===== src/rtl/and12_match_pkg.sv =====
// Shared types for the qualified AND12 match detector: condition vector type
// and the debounce state encoding.
package and12_match_pkg;

    localparam int COND_W = 12;

    typedef logic [COND_W-1:0] cond12_t;

    typedef enum logic [1:0] {
        IDLE    = 2'd0,
        QUAL    = 2'd1,
        MATCHED = 2'd2
    } match_state_e;

endpackage


===== src/rtl/and12_qualified_match_and12.sv =====
// Wrapper for the AND12 schematic macro: a plain 12-input AND.
module and12_qualified_match_and12
    import and12_match_pkg::*;
(
    input  logic [COND_W-1:0] terms_i,
    output logic              z_o
);

    assign z_o = &terms_i;

endmodule


===== src/rtl/and12_qualified_match.sv =====
// Qualified 12-bit match detector: registered conditions with per-bit mask and
// polarity feed AND12, then a debounce FSM requires RAW for HOLD_CYCLES edges.
module and12_qualified_match
    import and12_match_pkg::*;
#(
    parameter int HOLD_CYCLES = 4,
    parameter int CNT_W       = 8
) (
    input  logic              CK,
    input  logic              CD,
    input  logic              EN,
    input  logic [COND_W-1:0] A,
    input  logic [COND_W-1:0] MASK,
    input  logic [COND_W-1:0] POL,
    input  logic              CLR_STICKY,
    output logic              Z0,
    output logic              MATCH,
    output logic              MATCH_PULSE,
    output logic              STICKY
);

    localparam logic [CNT_W-1:0] HOLD_C = CNT_W'(HOLD_CYCLES);
    localparam logic [CNT_W-1:0] ONE_C  = CNT_W'(1);

    if (HOLD_CYCLES < 1 || HOLD_CYCLES >= (2 ** CNT_W)) begin : g_bad_hold
        $error("and12_qualified_match: HOLD_CYCLES must be in 1 .. 2**CNT_W-1");
    end

    cond12_t          aQ, aD;
    cond12_t          terms;
    logic [CNT_W-1:0] cntQ, cntD;
    match_state_e     stateQ, stateD;
    logic             matchQ, matchD;
    logic             pulseQ, pulseD;
    logic             stickyQ, stickyD;
    logic             raw;

    // A masked bit is forced true; POL=1 inverts the required level.
    assign terms = MASK | (aQ ^ POL);

    and12_qualified_match_and12 u_and12 (
        .terms_i (terms),
        .z_o     (raw)
    );

    always_comb begin
        aD      = aQ;
        cntD    = cntQ;
        stateD  = stateQ;
        pulseD  = 1'b0;

        // The FSM judges RAW as it stood before this edge's capture of A.
        if (EN) begin
            aD = A;
            unique case (stateQ)
                IDLE: begin
                    if (raw) begin
                        cntD   = ONE_C;
                        stateD = (HOLD_C == ONE_C) ? MATCHED : QUAL;
                        pulseD = (HOLD_C == ONE_C);
                    end else begin
                        cntD = '0;
                    end
                end
                QUAL: begin
                    if (raw) begin
                        cntD = cntQ + ONE_C;
                        if (cntQ + ONE_C == HOLD_C) begin
                            stateD = MATCHED;
                            pulseD = 1'b1;
                        end
                    end else begin
                        cntD   = '0;
                        stateD = IDLE;
                    end
                end
                MATCHED: begin
                    if (raw) begin
                        cntD = HOLD_C;
                    end else begin
                        cntD   = '0;
                        stateD = IDLE;
                    end
                end
                default: begin
                    cntD   = '0;
                    stateD = IDLE;
                end
            endcase
        end

        matchD  = (stateD == MATCHED);
        stickyD = pulseD | (stickyQ & ~CLR_STICKY);
    end

    always_ff @(posedge CK) begin
        if (CD) begin
            aQ      <= '0;
            cntQ    <= '0;
            stateQ  <= IDLE;
            matchQ  <= 1'b0;
            pulseQ  <= 1'b0;
            stickyQ <= 1'b0;
        end else begin
            aQ      <= aD;
            cntQ    <= cntD;
            stateQ  <= stateD;
            matchQ  <= matchD;
            pulseQ  <= pulseD;
            stickyQ <= stickyD;
        end
    end

    assign Z0          = raw;
    assign MATCH       = matchQ;
    assign MATCH_PULSE = pulseQ;
    assign STICKY      = stickyQ;

endmodule


===== config.mk =====
export PLATFORM = sky130hd
export DESIGN_NAME = and12_qualified_match
export DESIGN_NICKNAME = d
export VERILOG_FILES = /design/src/rtl/and12_match_pkg.sv /design/src/rtl/and12_qualified_match_and12.sv /design/src/rtl/and12_qualified_match.sv
export SDC_FILE = /design/constraint.sdc
export NUM_CORES = 1
export LEC_CHECK = 0
export CORE_MARGIN = 2
export CORE_UTILIZATION = 46
export DETAILED_ROUTE_END_ITERATION = 10
export MAX_ROUTING_LAYER = met4
export PLACE_DENSITY = 0.81
export SYNTH_ARGS = -nofsm -noshare
export SYNTH_HDL_FRONTEND = slang
export SYNTH_SLANG_ARGS = --single-unit
export TNS_END_PERCENT = 5

===== constraint.sdc =====
create_clock -name CK -period 2.75 [get_ports CK]
set_input_delay 0.55 -clock CK [delete_from_list [all_inputs] [get_ports CK]]
set_output_delay 0.55 -clock CK [all_outputs]
set_load 0.1 [all_outputs]

Word-level counts from Yosys, hierarchy flattened
Cells that the tools add are included.
{"block": "word_totals", "reg_bits": 25, "input_bits": 40, "output_inout_bits": 4, "elab_cells": 32}
{"block": "classes", "add_sub_neg": 1, "n_eq_ne": 4, "muxes": 14, "bitwise_logic": 5, "reduce_logical": 2}
{"cell": "$pmux 8 s3", "n": 1}
{"cell": "$or 12x12->12", "n": 1}
{"cell": "$reduce_and 12->1", "n": 1}
{"cell": "$xor 12x12->12", "n": 1}
{"cell": "$mux 2", "n": 5}
{"cell": "$add 8x1->8 const B", "n": 1}
{"cell": "$eq 8x3->1 const B", "n": 1}
{"cell": "$mux 8", "n": 1}
{"cell": "$pmux 2 s3", "n": 1}
{"cell": "$mux 1", "n": 5}
{"cell": "$eq 2x2->1 const B", "n": 2}
{"cell": "$mux 3", "n": 1}
{"cell": "$eq 2x1->1 const B", "n": 1}
{"cell": "$logic_not 2->1", "n": 1}
{"cell": "$and 1x1->1", "n": 1}
{"cell": "$not 1->1", "n": 1}
{"cell": "$or 1x1->1", "n": 1}

Depth between registers and ports, before layout
{"block": "depth", "depth_word": 7, "mapped_depth": 6, "mapped_depth_nobuf": 6}

By module
Synthesis repeated with hierarchy kept, for this count alone.
{"block": "hier_totals", "hier_cells": 137, "area_unflattened_um2": 1260.0}
{"mod": "and12_qualified_match", "n_inst": 1, "cells_per_inst": 133, "area_each_um2": 1231.2, "seq_area_each_um2": 500.5}
{"mod": "and12_qualified_match_and12", "n_inst": 1, "cells_per_inst": 4, "area_each_um2": 28.8, "seq_area_each_um2": 0.0}

Worst setup path before layout
OpenSTA, ideal clock, no wires.
{"block": "synth_timing", "path_type": "input to output", "from": "input port POL[10]", "to": "output port Z0", "t_arrival_ps": 1901, "t_required_ps": 2200, "slack_ps": 299, "path_stages": 5, "path_buffers": 0, "path_cell_list": "xor2_1 o22ai_1 nor4_4 nand2_1 inv_1"}
{"block": "synth_via", "elab_chain_len": 3}
{"element": "from (decl)", "line": "and12_qualified_match.sv:14", "text": "input logic [COND_W-1:0] POL,"}
{"element": "$xor 12x12->12", "line": "and12_qualified_match.sv:39", "text": "assign terms = MASK | (aQ ^ POL);"}
{"element": "$or 12x12->12", "line": "and12_qualified_match.sv:39"}
{"element": "$reduce_and 12->1", "line": "and12_qualified_match_and12.sv:9", "text": "assign z_o = &terms_i;"}
{"element": "to (decl)", "line": "and12_qualified_match.sv:16", "text": "output logic Z0,"}
No other way between the ends.

Worst setup path in the final report
Ends and elaborated chain as after synthesis.

==> qor.yml <==
grt_overflow: 0
die_h_um: 57.1
p_per_area_nw_per_um2: 391
drt_iter0_markers: 48
status: "finished, final reports clean"
num-nets-final: 236
crit_buf_inv: 3
synth_compound_area_frac: 0.140
final.setup_skew_ns: 0.00187
setup_violations: 0
crit_family: "buffers and inverters"
placed_cell_area_um2: 1760
drive_above_1_share: 0.0773
synthesis.area_um2: 1300
power.internal_uw: 513
final_cell_area_um2: 1790
drtPass1Iterations: 4
post_cts_buffers: 0
setup_tns_ns: 0
min_path_type: "register to register"
n_antenna_cell: 0
fin_crit_sh: 0.924
ir_drop_v: 0.000399
drv_cap: 0
ant_nets: 0
worstMarginPinSlew_ns: 0.564
min_period_ns: 2.54
yosysTopAreaCellShare: 0.386
slowest_delay_ns: 0.47
leakage_uw: 0.000706
cts_made_buffers: 3
yosys.area_share.simple: 0.239
antenna_found_initial: 0
endpoint: "Z0"
rows: 19
cp_data_arrival_time_ns: 1.99
synth_adder_area_share: 0.00965
ys_top_cells_by_area: "dfxtp_1 (39%), mux2i_1 (10%), xor2_1 (8.1%)"
cts_buffer_depth: 2
slew_headroom: 0.623
dieArea_um2: 3260
insertion_delay_ns: 0.32
swShare: 0.268
viasPerCell: 5.64
synth.largest_area_cell: "dfxtp_1"
crit_fanout: 2
power_switching_uw: 188
synthMuxAreaShare: 0.100
final_common_cell: "clkdlybuf4s50_1"
r2r_cells: 6
yosysWarnings: 0
wire_per_inst_um: 13.8
num_vias: 1268
critPathLaunch: "POL[10]"
htreeDepth: 1
critical_path_class: "input port to primary output"
setup.worst_path.start_class: "input port"
rsz0062_at_grt: "no"
synth.avg_cell_area_um2: 8.64
cp_cell_sequence: "clkdlybuf4s50_1 -> xor2_1 -> o22ai_1 -> nor4_4 -> nand2_1 -> inv_1 -> buf_12"
die_x_um: 57.1
pin_count: 44
first_global_vias: 1287
cp_slowest_cell: "clkdlybuf4s50_1"
r2r_end: "stateQ[1]"
syn-instance-count: 150
worstPathRequired_ns: 2.20
fmax_mhz: 394
cts_tree: "built"
power_frac_comb: 0.211
synth_xor_area_frac: 0.0811
syn_nets: 191
crit_cells: 7
area_delta_synth_final_pct: 38.4
initial_core_util: 0.478
root_buffer: "clkbuf_4"
synth_top_family_by_area: "simple AND/OR/NAND/NOR gates"
port_buffers: 43
cts_resized: 0
dp_hpwl_mm: 2.39
cts_hold_repair.buffers: 0
core_um2: 2710
holdWs_ns: 0.489
crit_path_end_kind: "primary output"
reg2reg_from: "cntQ[0]"
clockPowerShare: 0.245
grt_max_degree: 17
grtUsageTotal: 0.205
worst-r2r-setup-slack_ns: 0.95
drc_errors: 0
place_congestion: 0.880
p_seq_frac: 0.544
ys_types: 33
finalMaxSlewViolations: 0
drt_wl_total_mm: 3.10
ys_seq_elements: 25
finalHoldViolCount: 0
layout_common_cells: "clkdlybuf4s50_1 (39), dfxtp_1 (25), nor2_1 (19), nand2_1 (13), mux2i_1 (13)"
grt_pass1_wl_mm: 5.23
seq_area_frac_synth: 0.386
cts.sinks: 25
clk_pin_slew_worst_paths_ns: 0.14
## worst min-delay path by stage
| stage | start | to | slack, ns | depth (start not counted) |
|---|---|---|---|---|
| after floorplan | cntQ[7] | cntQ[7] | 0.47 | 2 |
| after global placement | STICKY | STICKY | 0.46 | 2 |
| after detailed placement | STICKY | STICKY | 0.47 | 2 |
| after CTS | STICKY | STICKY | 0.49 | 2 |
| after global routing | STICKY | STICKY | 0.52 | 2 |
| final | STICKY | STICKY | 0.49 | 2 |
## layout make-up
| type | instances | area [um2] |
|---|---|---|
| timing repair buffer | 48 | 470 |
| multi-input combinational | 113 | 739 |
| tap | 31 | 38.8 |
| clock buffer | 3 | 22.5 |
| clock inverter | 1 | 7.51 |
| sequential | 25 | 500 |
| inverter | 4 | 15.0 |
| fill | 231 | 916 |
## routing by layer
layer	vias to the layer above	track usage	wire (um)
li1	625	-	-
met1	587	0.222	1230
met2	54	0.376	1650
met3	2	0.0454	218
met4	0	0.0565	14
met5	-	-	0
## stage by stage
step	util	setup slack, ns	cells	power (uW)
6_report	0.662	0.209	225	701
5_1_grt	0.662	0.137	225	731
4_1_cts	0.662	0.195	225	708
3_5_place_dp	0.651	0.195	221	537
3_3_place_gp	0.651	0.219	221	531
2_1_floorplan	-	0.299	150	460
## kinds of logic after synthesis
kind of cell / after synthesis
buffers and inverters: 12
AND/OR/NAND/NOR: 60
multiplexers: 13
AO/OA/AOI/OAI: 27
adder cells (fa/ha/maj): 1
flip-flops: 25
XOR/XNOR: 12
## sequential cells by signal, indices dropped and copies added (netlist names)
| signal | cells |
|---|---|
| cntQ | 8 |
| stateQ | 2 |
| aQ | 12 |
| STICKY | 1 |
| MATCH | 1 |
| MATCH_PULSE | 1 |
## worst register-to-register path, stage by stage (launching register included)
cell and delay, ns:
dfxtp_1 0.43, ha_1 0.24, nor4bb_1 0.28, nand3_1 0.14, nor3_1 0.25, nand4_1 0.22
a21oi_1 0.18
## synthesized netlist by cell type
cell type and count:
dfxtp_1 25, nor2_1 19, mux2i_1 13, nand2_1 13, xor2_1 12, a21oi_1 9
nand3_1 6, o22ai_1 6, nand4_1 5, clkbuf_1 4, inv_1 4, a31oi_1 3
buf_2 3, nor3_1 3, and2_1 2, and3_1 2, nand2b_1 2, nor2b_1 2
nor4b_1 2, o211ai_1 2, a221oi_1 1, a311oi_1 1, a32oi_1 1, buf_6 1
ha_1 1, nand4b_1 1, nor4_1 1, nor4_4 1, nor4bb_1 1, o2111ai_1 1
o21ai_0 1, o31a_1 1, o41ai_2 1
## power groups by stage
stage | Combinational [uW] | Clock, uW | Sequential (uW)
2_1_floorplan | 73.3 | 0 | 387
3_3_place_gp | 143 | 0 | 388
3_5_place_dp | 148 | 0 | 389
4_1_cts | 148 | 179 | 381
5_1_grt | 160 | 189 | 383
6_report | 148 | 172 | 381
(Power assumes the default switching activity.)
